### src/rtl/expression_stack_pkg.sv
// ----------------------------------------------------------------------------
// expression_stack_pkg
//   Shared command encodings for the expression-stack interface. The control
//   unit imports the same package so both sides agree on ESOp/popAmt values.
// ----------------------------------------------------------------------------
package expression_stack_pkg;

   typedef enum logic [1:0] {
      ES_PUSH = 2'b00,
      ES_POP  = 2'b01,
      ES_DUP  = 2'b10,
      ES_FLIP = 2'b11
   } es_op_e;

   localparam logic POP_ONE = 1'b0;
   localparam logic POP_TWO = 1'b1;

endpackage

### src/rtl/expression_stack_regfile.sv
// ----------------------------------------------------------------------------
// expression_stack_regfile
//   DEPTH x WIDTH storage array for the expression stack.
//   Ports:
//     i_clk                     clock, writes on rising edge
//     i_we_a/i_waddr_a/i_wdata_a  write port A
//     i_we_b/i_waddr_b/i_wdata_b  write port B (wins on equal address)
//     i_raddr_a -> o_rdata_a    asynchronous read port A
//     i_raddr_b -> o_rdata_b    asynchronous read port B
//   Contents are never reset; the top level gates reads by occupancy.
// ----------------------------------------------------------------------------
module expression_stack_regfile #(
   parameter int unsigned WIDTH = 16,
   parameter int unsigned DEPTH = 16,
   parameter int unsigned AW    = $clog2(DEPTH)
) (
   input  logic             i_clk,
   input  logic             i_we_a,
   input  logic [AW-1:0]    i_waddr_a,
   input  logic [WIDTH-1:0] i_wdata_a,
   input  logic             i_we_b,
   input  logic [AW-1:0]    i_waddr_b,
   input  logic [WIDTH-1:0] i_wdata_b,
   input  logic [AW-1:0]    i_raddr_a,
   output logic [WIDTH-1:0] o_rdata_a,
   input  logic [AW-1:0]    i_raddr_b,
   output logic [WIDTH-1:0] o_rdata_b
);

   logic [WIDTH-1:0] r_mem [DEPTH];

   // Port B is written last so it takes priority on an address collision.
   always_ff @(posedge i_clk) begin
      if (i_we_a) r_mem[i_waddr_a] <= i_wdata_a;
      if (i_we_b) r_mem[i_waddr_b] <= i_wdata_b;
   end

   assign o_rdata_a = r_mem[i_raddr_a];
   assign o_rdata_b = r_mem[i_raddr_b];

endmodule

### src/rtl/expression_stack.sv
// ----------------------------------------------------------------------------
// expression_stack
//   Operand stack for the processor, driven by the control unit's
//   ESAct/ESOp/popAmt command interface. One command per qualified edge.
//   Ports:
//     CLK, Reset_n (async, active-low)
//     ESAct, ESOp, popAmt, PushData   command inputs
//     ErrClr                          synchronous clear of error flags
//     Top, Second                     combinational views of the top two entries
//     Count, Empty, Full              occupancy
//     Overflow, Underflow             sticky error flags
// ----------------------------------------------------------------------------
module expression_stack
   import expression_stack_pkg::*;
#(
   parameter int unsigned WIDTH = 16,
   parameter int unsigned DEPTH = 16,
   parameter int unsigned CW    = $clog2(DEPTH) + 1
) (
   input  logic             CLK,
   input  logic             Reset_n,
   input  logic             ESAct,
   input  logic [1:0]       ESOp,
   input  logic             popAmt,
   input  logic [WIDTH-1:0] PushData,
   input  logic             ErrClr,
   output logic [WIDTH-1:0] Top,
   output logic [WIDTH-1:0] Second,
   output logic [CW-1:0]    Count,
   output logic             Empty,
   output logic             Full,
   output logic             Overflow,
   output logic             Underflow
);

   localparam int unsigned AW = CW - 1;

   logic [CW-1:0]    r_count, w_count_d;
   logic             r_ovf, r_uf;
   logic             w_ovf_set, w_uf_set;
   logic             w_we_a, w_we_b;
   logic [AW-1:0]    w_waddr_a, w_waddr_b;
   logic [WIDTH-1:0] w_wdata_a, w_wdata_b;
   logic [AW-1:0]    w_top_idx, w_sec_idx, w_push_idx;
   logic [WIDTH-1:0] w_rd_top, w_rd_sec;
   logic             w_empty, w_full, w_ge2;

   // Indices wrap modulo DEPTH; the occupancy gating below hides stale reads.
   assign w_push_idx = r_count[AW-1:0];
   assign w_top_idx  = AW'(r_count[AW-1:0] - AW'(1));
   assign w_sec_idx  = AW'(r_count[AW-1:0] - AW'(2));

   assign w_empty = (r_count == '0);
   assign w_full  = (r_count == CW'(DEPTH));
   assign w_ge2   = (r_count >= CW'(2));

   expression_stack_regfile #(
      .WIDTH (WIDTH),
      .DEPTH (DEPTH),
      .AW    (AW)
   ) u_regfile (
      .i_clk     (CLK),
      .i_we_a    (w_we_a),
      .i_waddr_a (w_waddr_a),
      .i_wdata_a (w_wdata_a),
      .i_we_b    (w_we_b),
      .i_waddr_b (w_waddr_b),
      .i_wdata_b (w_wdata_b),
      .i_raddr_a (w_top_idx),
      .o_rdata_a (w_rd_top),
      .i_raddr_b (w_sec_idx),
      .o_rdata_b (w_rd_sec)
   );

   assign Top    = w_empty ? '0 : w_rd_top;
   assign Second = w_ge2   ? w_rd_sec : '0;

   always_comb begin
      w_count_d = r_count;
      w_ovf_set = 1'b0;
      w_uf_set  = 1'b0;
      w_we_a    = 1'b0;
      w_we_b    = 1'b0;
      w_waddr_a = w_push_idx;
      w_waddr_b = w_sec_idx;
      w_wdata_a = PushData;
      w_wdata_b = Top;
      if (ESAct) begin
         unique case (es_op_e'(ESOp))
            ES_PUSH: begin
               if (w_full) begin
                  w_ovf_set = 1'b1;
               end else begin
                  w_we_a    = 1'b1;
                  w_count_d = r_count + CW'(1);
               end
            end
            ES_POP: begin
               if (popAmt == POP_TWO) begin
                  if (!w_ge2) w_uf_set = 1'b1;
                  else        w_count_d = r_count - CW'(2);
               end else begin
                  if (w_empty) w_uf_set = 1'b1;
                  else         w_count_d = r_count - CW'(1);
               end
            end
            ES_DUP: begin
               if (w_empty) begin
                  w_uf_set = 1'b1;
               end else if (w_full) begin
                  w_ovf_set = 1'b1;
               end else begin
                  w_we_a    = 1'b1;
                  w_wdata_a = Top;
                  w_count_d = r_count + CW'(1);
               end
            end
            ES_FLIP: begin
               if (!w_ge2) begin
                  w_uf_set = 1'b1;
               end else begin
                  // Swap in one edge: A writes Second into top slot, B writes Top below.
                  w_we_a    = 1'b1;
                  w_waddr_a = w_top_idx;
                  w_wdata_a = Second;
                  w_we_b    = 1'b1;
                  w_waddr_b = w_sec_idx;
                  w_wdata_b = Top;
               end
            end
            default: ;
         endcase
      end
      // An edge taken while reset is held must not leave a stray write behind.
      if (!Reset_n) begin
         w_we_a = 1'b0;
         w_we_b = 1'b0;
      end
   end

   always_ff @(posedge CLK or negedge Reset_n) begin
      if (!Reset_n) begin
         r_count <= '0;
         r_ovf   <= 1'b0;
         r_uf    <= 1'b0;
      end else begin
         r_count <= w_count_d;
         // A new error in the clearing cycle still sets the flag.
         r_ovf   <= (r_ovf & ~ErrClr) | w_ovf_set;
         r_uf    <= (r_uf  & ~ErrClr) | w_uf_set;
      end
   end

   assign Count     = r_count;
   assign Empty     = w_empty;
   assign Full      = w_full;
   assign Overflow  = r_ovf;
   assign Underflow = r_uf;

endmodule

### config.mk
export PLATFORM = sky130hd
export DESIGN_NAME = expression_stack
export DESIGN_NICKNAME = d
export VERILOG_FILES = /design/src/rtl/expression_stack_pkg.sv /design/src/rtl/expression_stack_regfile.sv /design/src/rtl/expression_stack.sv
export SDC_FILE = /design/constraint.sdc
export NUM_CORES = 1
export LEC_CHECK = 0
export BUFFER_PORTS_ARGS = -buffer_cell sky130_fd_sc_hd__buf_2
export CAP_MARGIN = 25
export CORE_MARGIN = 5
export CORE_UTILIZATION = 55
export CTS_CLUSTER_SIZE = 10
export DETAILED_ROUTE_END_ITERATION = 10
export PLACE_DENSITY = 0.72
export SKIP_LAST_GASP = 1
export SLEW_MARGIN = 5
export SYNTH_ARGS = -nofsm -noshare
export SYNTH_HDL_FRONTEND = slang
export SYNTH_HIERARCHICAL = 1
export SYNTH_SLANG_ARGS = --single-unit
### constraint.sdc
create_clock -name CLK -period 5.2 [get_ports CLK]
set_input_delay 1.3 -clock CLK [delete_from_list [all_inputs] [get_ports CLK]]
set_output_delay 1.3 -clock CLK [all_outputs]
set_load 0.005 [all_outputs]
==> flow_metrics.tcl, run 1 <==
set metrics [dict create \
    status "complete, no violations" \
    cts_buffers 30 \
    ys_seq_area_share_pct 48.6 \
    p_comb_share_pct 62.9 \
    crit_fanout 34 \
    fp-row-count 62 \
    cts_resized 0 \
    postSynthCellCount 1057 \
    path_delay_family "buffers and inverters" \
    wire_per_inst_um 32.1 \
    ir_worst_vdd_v 0.000619 \
    dieArea_sq_um 33000 \
    grt_pass1_vias 10900 \
    drt_pass1_iterations 5 \
    mappedNetlistArea_sq_um 16200 \
    path_buf_inv 4 \
    yosys.area_share.simple_pct 5.29 \
    maxCapViolCount 0 \
    synth_fp_nets 1086 \
    setup_ws_ns 0.377 \
    worstPathRequired_ns 3.90 \
    antenna_left 0 \
    antenna_cells 0 \
    ys.flop_type "edfxtp_1" \
    rsz0062_at_grt "no" \
    core_sq_um 28900 \
    place_area_sq_um 17200 \
    design_area_sq_um 18100 \
    synth_compound_area_share_pct 6.20 \
    place.port_buffers 63 \
    hold_viol_final 0 \
    cp_slowest_cell "dfrtp_4" \
    fp.dieW_um 182 \
    p_clk_share_pct 15.0 \
    cts.clk_slew.worst_paths_ns 0.05 \
    synthTopCellsByArea "edfxtp_1 (47%), mux4_2 (18%), mux2_2 (17%), a22oi_1 (3.6%), clkbuf_1 (1.5%)" \
    hold_class "flip-flop to flip-flop" \
    clock_skew_ns 0.00933 \
    max_stage_delay_ns 0.67 \
    synth.distinct_cells 59 \
    drt-vias-per-instance 7.10 \
    synth-seq-cells 263 \
    clock_path_buffers 3 \
    setup_tns_ns 0 \
    syn_avg_cell_area_sq_um 15.3 \
    clkLatencyLatePin_ns 0.55 \
    hold_ws_ns 0.522 \
    post-route-period-util_pct 92.8 \
    gp_congestion 0.894 \
    synth_mux_area_share_pct 35.7 \
    vias 10800 \
    layout_common_cells "edfxtp_1 (256), mux2_2 (238), mux4_2 (128)" \
    finalSetupViolations 0 \
    fin_crit_ns 4.82 \
    layout_commonest_cell "edfxtp_1" \
    power.leakage_nw 6.19 \
    cts_hold_buf 0 \
    start_util_pct 56.1 \
    ys_async_sr_fraction_pct 2.66 \
    crit_arrival_ns 3.52 \
    synth.largest_area_cell "edfxtp_1" \
    final_core_util_pct 62.7 \
    dpl.cell_count 1468 \
    overflow 0 \
    p_int_mw 6.98 \
    slew_violations 0 \
    crit_path_end_kind "output pin" \
    total_power_mw 12.6 \
    layout-drive-gt1-share_pct 52.4 \
    fmax_ghz 0.207 \
    start_kind "flip-flop" \
    pwr-share-seq_pct 22.1 \
    antenna_found_initial 0 \
    crit_chain "inv_4 > ha_1 > inv_2 > buf_4 > mux4_2 > a22oi_1 > nand2_1 > and2b_1 > buf_2" \
    synth_top_area_share_pct 47.5 \
    p_switching_mw 5.63 \
    synthXorXnorAreaFrac_pct 0.433 \
    cts_max_level 1 \
    dp_hpwl_um 30200 \
    power_density_nw_per_um2 696 \
    timing.slew.headroom_pct 32.4 \
    wirelength_um 48700 \
    grt_max_degree 70 \
    cts_root_buf "clkbuf_16" \
    die_h_um 182 \
    syn_to_final_growth_pct 11.8 \
    synth_enable_flop_cells 256 \
    synth_top_family_by_area "multiplexers" \
    p_sw_share_pct 44.7 \
    synthAdderAreaFrac_pct 0.464 \
    track_usage_pct 29.0 \
    pre_cts_ws_ns 0.651 \
    layout.nets 1151 \
    crit_type "flip-flop to output pin" \
    drt_iter0_drc 1396 \
    cts_tree "done" \
    yosysWarnings 6 \
    grt_pass1_wl_um 71500 \
    drc_errors 0 \
    worstMarginPinSlew_ns 1.01 \
    cts.sinks 263 \
    num_io_pins 64 \
    postCtsSetupBuffers 0 \
    instances_no_fill 1518 \
]
final cells by class:
type	instances	area [sq um]
Clock buffer	44	845
Fill cell	2152	10800
Sequential cell	263	7870
Timing Repair Buffer	144	998
Multi-Input combinational cell	675	7880
Tap cell	384	480
Inverter	8	33.8
flip-flops by register name, summed over array words and instances, names as in the netlist:
name,count
u_regfile/r_mem,256
Underflow,1
Overflow,1
Count,5
power by group through the flow:
stage                     sequential, mW  combinational, mW  clock [mW]
after floorplan                     2.76               4.96           0
after global placement              2.82               7.70           0
after detailed placement            2.83               7.77           0
after CTS                           2.79               7.80        1.91
after global routing                2.81               8.38        2.00
final                               2.79               7.93        1.89
layer usage:
layer	routed length (um)	GRT usage, %
met1	18300	37.7
met2	23500	47.2
met3	4530	6.54
met4	2420	12.5
met5	0	0
worst paths after layout:
kind / from / endpoint / slack, ns / cells past startpoint
hold / removal: Underflow / Underflow / 0.52 / 2
hold reg to reg: Underflow / Underflow / 0.52 / 2
min in group asynchronous: Reset_n / Count[1] / 0.61 / 1
max in group asynchronous: Reset_n / Count[0] / 4.37 / 1
setup reg to reg: Count[0] / u_regfile/r_mem[12][4] / 0.94 / 11
setup / recovery: Count[0] / Top[0] / 0.38 / 9
cell families (layout without fill, tap and decap cells):
| family | Yosys count | count (layout) |
|---|---|---|
| multiplexers | 386 | 386 |
| AO/OA/AOI/OAI | 134 | 134 |
| AND/OR/NAND/NOR | 141 | 141 |
| buffers and inverters | 119 | 196 |
| XOR/XNOR | 8 | 8 |
| adder cells (fa/ha/maj) | 6 | 6 |
| flip-flops | 263 | 263 |
synth_stat cells (all sizes together) (2+ instances only):
master,number
edfxtp,256
mux2,256
mux4,128
a22oi,77
clkbuf,63
buf,48
nand2,45
and2,20
nor2b,20
nor2,18
o21ai,12
o2bb2ai,11
o22ai,9
inv,8
nand2b,8
dfrtp,7
a21o,6
a22o,6
ha,6
nand3b,6
a21oi,5
nand3,4
nor3b,4
xnor2,4
xor2,4
and2b,3
mux2i,2
nand4,2
nor3,2
o211ai,2
o21bai,2
or2,2
or3,2
or3b,2
worst reg2reg max path: stages (launching register included):
cell and delay, ns:
dfrtp_4 0.64, inv_4 0.15, buf_12 0.30, ha_1 0.23, nand2b_1 0.11, a21oi_2 0.13
buf_4 0.22, and2_1 0.35, nor3b_2 0.41, nor2b_2 0.72, o21bai_2 0.48, buf_8 0.24
Power figures use the tool's default switching activity.
==> run 2: changes to the inputs <==
==> constraint.sdc (replaced) <==
create_clock -name CLK -period 5.2 [get_ports CLK]
set_input_delay 0.52 -clock CLK [delete_from_list [all_inputs] [get_ports CLK]]
set_output_delay 0.52 -clock CLK [all_outputs]
set_load 0.005 [all_outputs]
==> run 2 against run 1 <==
  * Utilization is 0.28 points lower
  * Cell count is 0.40% lower
  * Register-to-register slack worse by 0.05 ns
  * Total power is 1.3% lower
  * First-iteration DRC count is 16% lower
  * Highest routed layer unchanged
==> flow_metrics.tcl, run 2 (synthesis gave the netlist of run 1 again) <==
set metrics [dict create \
    grt_pass1_vias 10900 \
    cts_root_buf "clkbuf_16" \
    cts_buffers 31 \
    hold_class "input pin to flip-flop" \
    grt_pass1_wl_um 72400 \
    cts.sinks 263 \
    instances_no_fill 1512 \
    worstPathRequired_ns 4.68 \
    syn_to_final_growth_pct 11.3 \
    timing.slew.headroom_pct 27.4 \
    setup_tns_ns 0 \
    hold_viol_final 0 \
    r2r_end "u_regfile/r_mem[13][5]" \
    overflow 0 \
    dpl.cell_count 1459 \
    drt_pass1_iterations 5 \
    fin_crit_ns 4.77 \
    r2r_slack_ns 0.89 \
    start_kind "flip-flop" \
    crit_top_cell "buf_4" \
    gp_congestion 0.911 \
    total_power_mw 12.4 \
    vias 10800 \
    min_path_cells 2 \
    antenna_found_initial 0 \
    worstMarginPinSlew_ns 1.09 \
    fp.dieW_um 182 \
    crit_chain "inv_4 > buf_4 > buf_4 > mux4_2 > a22oi_1 > nand2_1 > nor2b_1 > buf_2" \
    clock_path_buffers 3 \
    cts_resized 0 \
    fp-row-count 62 \
    dieArea_sq_um 33000 \
    largest_register_ffs 256 \
    crit_fanout 36 \
    drt_iter0_drc 1172 \
    rsz0062_at_grt "no" \
    power.leakage_nw 6.15 \
    track_usage_pct 29.7 \
    crit_type "flip-flop to output pin" \
    fmax_ghz 0.210 \
    slew_violations 0 \
    holdPathEnd "Underflow" \
    cts_max_level 1 \
    crit_path_end_kind "output pin" \
    clkLatencyLatePin_ns 0.56 \
    layout_commonest_cell "edfxtp_1" \
    layout-drive-gt1-share_pct 52.4 \
    max_stage_delay_ns 0.79 \
    die_h_um 182 \
    dp_hpwl_um 31600 \
    antenna_left 0 \
    final_core_util_pct 62.5 \
    place.port_buffers 63 \
    core_sq_um 28900 \
    cts_tree "done" \
    fill_cells 2197 \
    post-route-period-util_pct 91.8 \
    maxCapViolCount 0 \
    layout_common_cells "edfxtp_1 (256), mux2_2 (238), mux4_2 (128)" \
    clock_skew_ns 0.0103 \
    cts.clk_slew.worst_paths_ns 0.06 \
    crit_arrival_ns 4.25 \
    r2r_start "Count[0]" \
    drt-vias-per-instance 7.16 \
    layout.nets 1149 \
    grt_max_degree 63 \
    wire_per_inst_um 33.0 \
    start_util_pct 56.1 \
    top_register "u_regfile/r_mem" \
    hp-start "ErrClr" \
    power_density_nw_per_um2 691 \
    drc_errors 0 \
    finalSetupViolations 0 \
    cp_slowest_cell "nor2b_1" \
    worstRegToRegCells 10 \
    antenna_cells 0 \
    wirelength_um 49900 \
    status "complete, no violations" \
    num_io_pins 64 \
    ir_worst_vdd_v 0.000439 \
    hold_ws_ns 0.148 \
]
run 2: cell count changes in the layout (fill, tap and decap cells not counted):
cell | before | now
buf_4 | 74 | 73
buf_6 | 0 | 1
buf_16 | 1 | 0
clkbuf_1 | 11 | 5
inv_6 | 0 | 1
dlygate4sd3_1 | 0 | 1
clkinv_1 | 0 | 2
clkbuf_8 | 2 | 0
clkinv_2 | 1 | 2
clkinvlp_4 | 0 | 1
buf_8 | 4 | 1
run 2: metal layers:
| layer | global-route usage (%) | vias up | share of wire (%) |
|---|---|---|---|
| met2 | 45.5 | 666 | 46 |
| met3 | 6.16 | 176 | 9.9 |
| met5 | 0 | - | 0 |
| met4 | 14.0 | 0 | 5.8 |
| met1 | 40.9 | 5562 | 38 |
| li1 | - | 4420 | - |
run 2: power breakdown:
part	switching [mW]	total [mW]	internal (mW)	leakage, nW
clock	0.804	1.86	1.06	0.400
combinational	4.68	7.81	3.13	3.35
sequential	0.114	2.77	2.66	2.40
total	5.60	12.4	6.85	6.15
run 2: worst max path at each step:
stage | from | end | slack [ns] | depth (start not counted)
floorplan | Count[1] | u_regfile/r_mem[0][0] | 1.42 | 8
global placement | Count[0] | Top[7] | 0.92 | 8
detailed placement | Count[0] | u_regfile/r_mem[13][5] | 0.90 | 9
CTS | Count[0] | Top[5] | 0.32 | 8
global route | Count[0] | Top[15] | 0.11 | 8
finish | Count[0] | Top[15] | 0.43 | 8
run 2: stage by stage:
| step | cell area [sq um] | setup WS, ns |
|---|---|---|
| after floorplan | 16200 | 1.42 |
| after global placement | 17100 | 0.920 |
| after detailed placement | 17100 | 0.898 |
| after CTS | 17900 | 0.321 |
| after global routing | 18000 | 0.105 |
| final | 18000 | 0.428 |
run 2: area by class of cell:
| type | instances | area [sq um] | share of cell area (%) |
|---|---|---|---|
| clock buffers | 36 | 795 | 4.41 |
| clock inverters | 5 | 28.8 | 0.160 |
| inverters | 8 | 33.8 | 0.187 |
| multi-input cells | 675 | 7880 | 43.7 |
| flip-flops and latches | 263 | 7870 | 43.6 |
| well taps | 384 | 480 | 2.67 |
| repair buffers | 141 | 940 | 5.21 |
run 2: timing repair:
action,CTS,global route
setup buffers,0,0
hold buffers,1,0
endpoints found under the hold margin,7,0
run 2: critical path: cells and delay by family, from the launching register on:
kind	cells	cell delay, ns
multiplexers	1	0.38
flip-flops	1	0.61
AND/OR/NAND/NOR	2	0.90
AO/OA/AOI/OAI	1	0.11
buffers and inverters	4	1.60
==> run 3: changes to the inputs <==
Settings changed: HOLD_SLACK_MARGIN from default to 0.05.
Clock period 5.2 ns to 4.57 ns, I/O delays scaled along.
==> run 3 against run 2 <==
  * Critical path depth grew 2
  * Global-route usage rose by 1.0 points
  * Critical path type unchanged
  * Clock-buffer cell count is 10 higher
  * Sequential power rose by 13%
  * Wire length grew 2.8%
  * Hold slack worse by 0.056 ns
  * Worst setup slack got worse by 0.069 ns
  * Non-clock buffer count increased by 31
  * Design area up 1.6%
  * Flip-flop and latch count did not move
  * Critical endpoint is now Top[10]
  * Sequential share of layout area down 0.69 points
  * Clock skew rose by 0.0071 ns
==> flow_metrics.tcl, run 3 (synthesis gave the netlist of run 1 again) <==
set metrics [dict create \
    place.port_buffers 63 \
    fin_crit_ns 4.21 \
    timing.slew.headroom_pct 25.1 \
    crit_fanout 20 \
    r2r_start "Count[1]" \
    maxCapViolCount 0 \
    dieArea_sq_um 33000 \
    fp-row-count 62 \
    overflow 0 \
    path_delay_family "buffers and inverters" \
    cp_slowest_cell "inv_2" \
    instances_no_fill 1549 \
    syn_to_final_growth_pct 13.1 \
    crit_path_start "Count[1]" \
    fmax_ghz 0.237 \
    layout_common_cells "edfxtp_1 (256), mux2_2 (238), mux4_2 (128)" \
    fp.dieW_um 182 \
    dpl.cell_count 1495 \
    num_io_pins 64 \
    ir_worst_vdd_v 0.000433 \
    gr-usage-met1_pct 42.0 \
    clkLatencyLatePin_ns 0.56 \
    setup_tns_ns 0 \
    antenna_cells 0 \
    crit_top_cell "buf_4" \
    r2r_end "u_regfile/r_mem[11][1]" \
    slew_violations 0 \
    antenna_left 0 \
    antenna_found_initial 0 \
    drt-vias-per-instance 7.13 \
    worstMarginPinSlew_ns 1.12 \
    top_register "u_regfile/r_mem" \
    grt_pass1_wl_um 74900 \
    layout_commonest_cell "edfxtp_1" \
    status "complete, no violations" \
    postCtsSetupBuffers 0 \
    track_usage_pct 30.7 \
    hold_class "input pin to flip-flop" \
    cts_buffers 30 \
    grt_pass1_vias 11000 \
    drt_iter0_drc 1639 \
    hp-start "ErrClr" \
    start_util_pct 56.1 \
    crit_arrival_ns 3.75 \
    crit_chain "clkinv_2 > ha_1 > inv_2 > buf_4 > mux4_2 > a22oi_1 > nand2_1 > nor2b_1 > buf_4 > buf_2" \
    start_kind "flip-flop" \
    wirelength_um 51300 \
    crit_cells 10 \
    gp_congestion 0.962 \
    rsz0062_at_grt "no" \
    cts.clk_slew.worst_paths_ns 0.06 \
    layout.nets 1179 \
    power.leakage_nw 6.31 \
    drc_errors 0 \
    busiest_layer "met2" \
    max_stage_delay_ns 0.50 \
    clock_skew_ns 0.0174 \
    crit_type "flip-flop to output pin" \
    cts_root_buf "clkbuf_16" \
    crit_path_end_kind "output pin" \
    drt_pass1_iterations 5 \
    post-route-period-util_pct 92.2 \
    finalSetupViolations 0 \
    cts_tree "done" \
    dp_hpwl_um 33300 \
    cts_resized 0 \
    clock_path_buffers 3 \
    wire_per_inst_um 33.1 \
    core_sq_um 28900 \
    worstRegToRegCells 11 \
    grt_max_degree 44 \
    layout-drive-gt1-share_pct 53.1 \
    power_density_nw_per_um2 791 \
    cts.sinks 263 \
    largest_register_ffs 256 \
    use_met3_pct 9.10 \
    hold_viol_final 0 \
    vias 11000 \
    worstPathRequired_ns 4.11 \
    crit_path_end "Top[10]" \
    grt_util_met2_pct 47.0 \
    die_h_um 182 \
    path_buf_inv 5 \
    cts_max_level 1 \
    r2r_slack_ns 0.49 \
]
==> run 3: cell count changes in the layout (fill, tap and decap cells not counted) <==
cell        delta
buf_12         +4
buf_4         +26
buf_6          +1
clkbuf_1      +11
clkbuf_16      -1
clkinv_1       -2
clkinv_2       -1
clkinv_8       +1
clkinvlp_4     -1
inv_6          -1
==> run 3: how the worst min path moves through the flow <==
stage                     end  cells past startpoint
finish              Underflow                      2
detailed placement  Underflow                      1
global route        Underflow                      2
CTS                 Underflow                      2
global placement     Overflow                      1
floorplan            Count[0]                      0
==> run 3: repair_timing <==
action                     in CTS  in global routing
hold endpoints to repair        7                  0
hold buffers                    1                  0
setup endpoints to repair       0                  0
==> run 3: layout make-up <==
cell class,instances,area [sq um]
well taps,384,480
repair buffers,172,1230
inverters,8,33.8
multi-input cells,675,7880
clock buffers,46,811
fillers,2170,10500
flip-flops and latches,263,7870
clock inverters,1,16.3
==> run 3: through the flow <==
stage	setup WS, ns	hold slack [ns]	util [%]	instance area [sq um]	power, mW
floorplan	0.790	0.161	-	16200	8.78
global placement	0.518	0.341	60.2	17400	12.0
detailed placement	0.478	0.335	60.4	17400	12.2
CTS	0.376	0.0776	63.3	18300	14.3
global route	0.0902	0.0973	63.5	18300	15.1
finish	0.359	0.0916	63.5	18300	14.5
==> run 3: per-layer routing <==
| layer | share of wire (%) | vias up | routed length (um) |
|---|---|---|---|
| met5 | 0 | - | 0 |
| met2 | 46 | 779 | 23600 |
| li1 | - | 4483 | - |
| met1 | 38 | 5622 | 19300 |
| met4 | 4.6 | 0 | 2350 |
| met3 | 12 | 159 | 6100 |
==> run 3: where the power goes <==
part	switching (mW)	internal (mW)	total (mW)
clock	0.909	1.20	2.11
sequential	0.106	3.03	3.13
combinational	5.52	3.73	9.25
